### src/rtl/t_counter_pkg.sv
// Shared types and constants for the T-cell counter controller.
//   state_t  : controller FSM state (IDLE / RUN), 1-bit encoding
//   DIR_UP   : DIR value selecting count-up
//   DIR_DOWN : DIR value selecting count-down
package t_counter_pkg;

   typedef enum logic {
      IDLE = 1'b0,
      RUN  = 1'b1
   } state_t;

   localparam logic DIR_UP   = 1'b1;
   localparam logic DIR_DOWN = 1'b0;

endpackage

### src/rtl/t_flip_flop.sv
// Single clocked T cell: toggles its state when T is high at a rising edge.
//   CLK   : rising-edge clock
//   RST   : synchronous active-high reset, forces Q to 0
//   T     : toggle request for this edge
//   Q     : cell state
//   not_Q : complement of Q
module t_flip_flop (
   input  logic CLK,
   input  logic RST,
   input  logic T,
   output logic Q,
   output logic not_Q
);

   always_ff @(posedge CLK) begin
      if (RST) Q <= 1'b0;
      else     Q <= Q ^ T;
   end

   assign not_Q = ~Q;

endmodule

### src/rtl/t_counter_controller.sv
// Sequencer for a bank of WIDTH T cells acting as a programmable counter.
// Each cycle the toggle vector T_VEC is derived from the bank state and the
// commands, producing hold, count-up, count-down or parallel load.
//   CLK, RST       : clock, synchronous active-high reset
//   EN, DIR        : count enable, direction (1 up / 0 down)
//   START, STOP    : IDLE->RUN / RUN->IDLE requests
//   LOAD, LOAD_VAL : parallel-load request and value
//   Q, not_Q       : T-cell bank state and its complement
//   T_VEC          : toggle vector applied at the coming edge
//   BUSY           : state is RUN
//   TC             : registered one-cycle terminal-count pulse
//
// state | meaning
// IDLE  | bank holds; only LOAD changes Q; START arms counting
// RUN   | one step per enabled cycle in the DIR direction
module t_counter_controller
   import t_counter_pkg::*;
#(
   parameter int WIDTH    = 4,
   parameter int ONE_SHOT = 0
) (
   input  logic             CLK,
   input  logic             RST,
   input  logic             EN,
   input  logic             DIR,
   input  logic             START,
   input  logic             STOP,
   input  logic             LOAD,
   input  logic [WIDTH-1:0] LOAD_VAL,
   output logic [WIDTH-1:0] Q,
   output logic [WIDTH-1:0] not_Q,
   output logic [WIDTH-1:0] T_VEC,
   output logic             BUSY,
   output logic             TC
);

   state_t           state_q;
   state_t           state_d;
   logic             count_step;
   logic             hit_term;
   logic             tc_d;
   logic [WIDTH-1:0] up_vec;
   logic [WIDTH-1:0] dn_vec;
   logic [WIDTH-1:0] lo_mask;
   logic [WIDTH-1:0] terminal;

   for (genvar i = 0; i < WIDTH; i++) begin : g_cell
      t_flip_flop u_cell (
         .CLK   (CLK),
         .RST   (RST),
         .T     (T_VEC[i]),
         .Q     (Q[i]),
         .not_Q (not_Q[i])
      );
   end

   // Bit i toggles when every lower bit is 1 (up) or 0 (down); bit 0 always.
   always_comb begin
      up_vec  = '0;
      dn_vec  = '0;
      lo_mask = '0;
      for (int i = 0; i < WIDTH; i++) begin
         lo_mask   = (WIDTH'(1) << i) - WIDTH'(1);
         up_vec[i] = &(Q | ~lo_mask);
         dn_vec[i] = &(~Q | ~lo_mask);
      end
   end

   // LOAD and STOP both suppress the count step in RUN.
   assign count_step = (state_q == RUN) && !LOAD && !STOP && EN;
   assign terminal   = (DIR == DIR_UP) ? {WIDTH{1'b1}} : {WIDTH{1'b0}};
   assign hit_term   = ((Q ^ T_VEC) == terminal);
   assign tc_d       = count_step && hit_term;

   always_ff @(posedge CLK) begin
      if (RST) begin
         state_q <= IDLE;
         TC      <= 1'b0;
      end else begin
         state_q <= state_d;
         TC      <= tc_d;
      end
   end

   always_comb begin
      state_d = state_q;
      if (!LOAD) begin
         case (state_q)
            IDLE: if (!STOP && START) state_d = RUN;
            RUN: begin
               if (STOP)                           state_d = IDLE;
               else if (tc_d && (ONE_SHOT != 0))   state_d = IDLE;
            end
            default: state_d = IDLE;
         endcase
      end
   end

   always_comb begin
      BUSY  = (state_q == RUN);
      T_VEC = '0;
      if (LOAD)            T_VEC = Q ^ LOAD_VAL;
      else if (count_step) T_VEC = (DIR == DIR_UP) ? up_vec : dn_vec;
   end

endmodule

### config.mk
export PLATFORM = sky130hd
export DESIGN_NAME = t_counter_controller
export DESIGN_NICKNAME = d
export VERILOG_FILES = /design/src/rtl/t_counter_pkg.sv /design/src/rtl/t_flip_flop.sv /design/src/rtl/t_counter_controller.sv
export SDC_FILE = /design/constraint.sdc
export NUM_CORES = 1
export LEC_CHECK = 0
export CORE_AREA = 2 2 39 41
export DETAILED_ROUTE_END_ITERATION = 16
export DIE_AREA = 0 0 41 43
export GPL_ROUTABILITY_DRIVEN = 0
export PLACE_DENSITY = 0.76
export SETUP_SLACK_MARGIN = 0.5
export SYNTH_ARGS = -nofsm -noshare
export SYNTH_HDL_FRONTEND = slang
export SYNTH_HIERARCHICAL = 1
export SYNTH_SLANG_ARGS = --single-unit
### constraint.sdc
create_clock -name CLK -period 2.9 [get_ports CLK]
set_clock_uncertainty 0.15 [all_clocks]
set_input_delay 0.29 -clock CLK [delete_from_list [all_inputs] [get_ports CLK]]
set_output_delay 0.29 -clock CLK [all_outputs]
set_load 0.02 [all_outputs]
==> out/metrics.csv <==
stage,metric,value,unit
timing,final setup margin,548,ps
finish,final non-filler cell total,95,
die,# rows,14,
yosys,yosys warns,6,
timing,minimum clock period,2350,ps
worst_setup_path,WP buf/inv,2,
drt,initial DRC count,1,
power,power density of the placed cells,530,nW/um^2
worst_setup_path,CP cell instances,clkdlybuf4s50_1 -> or4bb_4 -> o22ai_1 -> dlygate4sd2_1,
die,Core Area,1380,sq um
clock_tree,# hold bufs at CTS,0,
power,VDD IR max,0.000275,V
drt,# DRC,0,
finish,nets,92,
worst_setup_path,slowest CP cell,or4bb_4,
timing,max_slew headroom,0.750,
finish,Final Cell Area,702,sq um
placement,DP Worst Slack,144,ps
worst_setup_path,crit start category,input pin,
die,# IOs,25,
finish,# fillers,143,
clock_tree,H-tree depth,1,
yosys,Syn Std Cell Area,428,sq um
yosys,Syn Inst Count,51,
clock_tree,CTS tree,done,
worst_setup_path,Crit. End Element,output pin,
timing,Slew @ Worst Pin,375,ps
die,chip height,43,um
timing,Final Cycle Share,0.811,
finish,fraction of layout cells with a size suffix above 1,0.152,
clock_tree,clock slew at reported path FFs,50,ps
placement,port bufs,24,
worst_setup_path,kind of cell adding the most delay to the critical path,buffers and inverters,
yosys,Synth Net Count,62,
worst_hold_path,worst hold path class,reg2reg,
yosys,Unique masters post-synth,24,
timing,Setup Viol. Count Final,0,
worst_setup_path,biggest cell delay along the critical path,570,ps
placement,Inst Count DP,92,
worst_setup_path,arrival time worst endpoint,1910,ps
clock_tree,Max Buffers Root-to-Sink,2,
global_routing,initial antenna violation count,0,
worst_setup_path,CP Data Required Time,2460,ps
finish,area of the multi-input gates,278,sq um
yosys,Synth Area per Inst,8.39,sq um
global_routing,first-pass GRT wire length,1680,um
finish,Synth-to-Final Area Change,64.0,%
drt,vias per cell,4.73,
yosys,post-synthesis sequential element count,6,
die,full die area,1760,sq um
clock_tree,Sink Count,6,
power,total chip power,0.372,mW
clock_tree,root buf cell,clkbuf_4,
clock_tree,CTS Buf Count,3,
timing,hold_ws,382,ps
timing,Peak Freq,425,MHz
die,die width,41,um
global_routing,All-Layer GR Usage,0.142,
drt,Pre-Repair DR Iteration Count,3,
finish,# diodes,0,
drt,DR WL/cell,10.6,um
drt,Routed WL,1010,um
worst_setup_path,kind of critical path,in2out,
timing,fin. max-slew vios,0,
drt,"antenna viol nets, final",0,
timing,Fin Setup TNS,0,ps
timing,RSZ-0062 raised after global routing,no,
die,initial core utilization,0.309,
global_routing,global route overflow,0,
worst_setup_path,CP Max Fanout,5,
global_routing,vias in the first global route,402,
finish,final core occ,0.507,
power,Leakage Power,0.273,nW
outcome,outcome,"finished, final reports clean",
finish,Reg area,120,sq um
placement,Area after DPL,692,sq um
yosys,fraction of the yosys area taken by sequential cells,0.281,
clock_tree,Clock Latency Late Sink,250,ps
placement,DPL Wire Length,810,um
flow_run,Max Cap Viol,0,
global_routing,largest net degree at the start of global routing,12,
drt,vias after detailed routing,449,
timing,final hold vios,0,
==> layout by cell type (no fill, tap or decap), types with 2 or more instances in the layout <==
cell type        instances
clkdlybuf4s50_1         20
xnor2_1                  7
dfxtp_1                  6
nor2_1                   6
inv_1                    5
nand2_1                  3
mux2i_1                  3
clkbuf_4                 3
o21ai_0                  2
xor2_1                   2
a211oi_1                 2
dlygate4sd2_1            2
clkbuf_2                 2
buf_4                    2
==> metal layers <==
metal,track usage,up-vias,share of wire
li1,-,236,-
met1,0.190,193,0.46
met2,0.191,18,0.45
met3,0.0471,2,0.079
met4,0.0800,0,0.014
met5,0,-,0
==> tightest hold or removal path, delay by kind of cell (launching register included) <==
kind	cells	cell delay, ps
DFF	1	310
AOI/OAI and AO/OA	2	170
==> cells by family after synthesis <==
kind of cell | share of synthesized area
XOR/XNOR | 0.184
AO/OA/AOI/OAI | 0.178
multiplexers | 0.0702
flip-flops | 0.281
buffers and inverters | 0.0702
AND/OR/NAND/NOR | 0.216
==> cells in the mapped netlist <==
library cell | number | area (sq um)
nand3_1 | 1 | 5.00
nor2_1 | 6 | 22.5
o211ai_1 | 1 | 7.51
o21ai_0 | 2 | 10.0
o22ai_1 | 1 | 6.26
buf_6 | 1 | 11.3
nand2_1 | 3 | 11.3
a21boi_0 | 1 | 7.51
a21oi_2 | 1 | 8.76
xor2_1 | 2 | 17.5
a21o_1 | 1 | 7.51
or3_2 | 1 | 7.51
or4bb_4 | 1 | 15.0
and2_1 | 1 | 6.26
mux2i_1 | 3 | 30.0
xnor2_1 | 7 | 61.3
dfxtp_1 | 6 | 120
or4_1 | 1 | 7.51
nand4_1 | 1 | 6.26
a211oi_1 | 2 | 15.0
a21oi_1 | 1 | 5.00
inv_1 | 5 | 18.8
a21o_2 | 1 | 8.76
or4_4 | 1 | 11.3
==> state kept, by name, indices dropped and copies added, names as in the netlist <==
| name | cells |
|---|---|
| g_cell.u_cell/Q | 4 |
| BUSY | 1 |
| TC | 1 |
==> repair_timing <==
action / in CTS / in global routing
pin swaps: 0 / 0
hold endpoints to repair: 0 / 0
endpoints found under the setup margin: 4 / 2
gates resized for setup: 5 / 4
buffers inserted: 0 / 0
==> final cells by class <==
type                       count  share of cell area
sequential                     6               0.171
tap                           16              0.0285
clock buffer                   3              0.0321
timing repair buffer          26               0.346
inverter                       5              0.0267
multi-input combinational     39               0.396
==> report_power, final <==
group | switching [mW] | internal, mW | leakage (nW) | total (mW)
clock network | 0.0357 | 0.0472 | 0.0138 | 0.0829
logic | 0.0787 | 0.0909 | 0.210 | 0.170
registers | 0.0254 | 0.0938 | 0.0493 | 0.119
==> path summary, 6_finish.rpt <==
| path | start | to | depth (start not counted) | slack, ps |
|---|---|---|---|---|
| max | EN | T_VEC[1] | 4 | 550 |
| min | BUSY | BUSY | 2 | 380 |
| max reg2reg | g_cell[0].u_cell/Q | TC | 5 | 690 |
| min reg2reg | BUSY | BUSY | 2 | 380 |
Note: power is estimated with default switching activity, not from simulation.
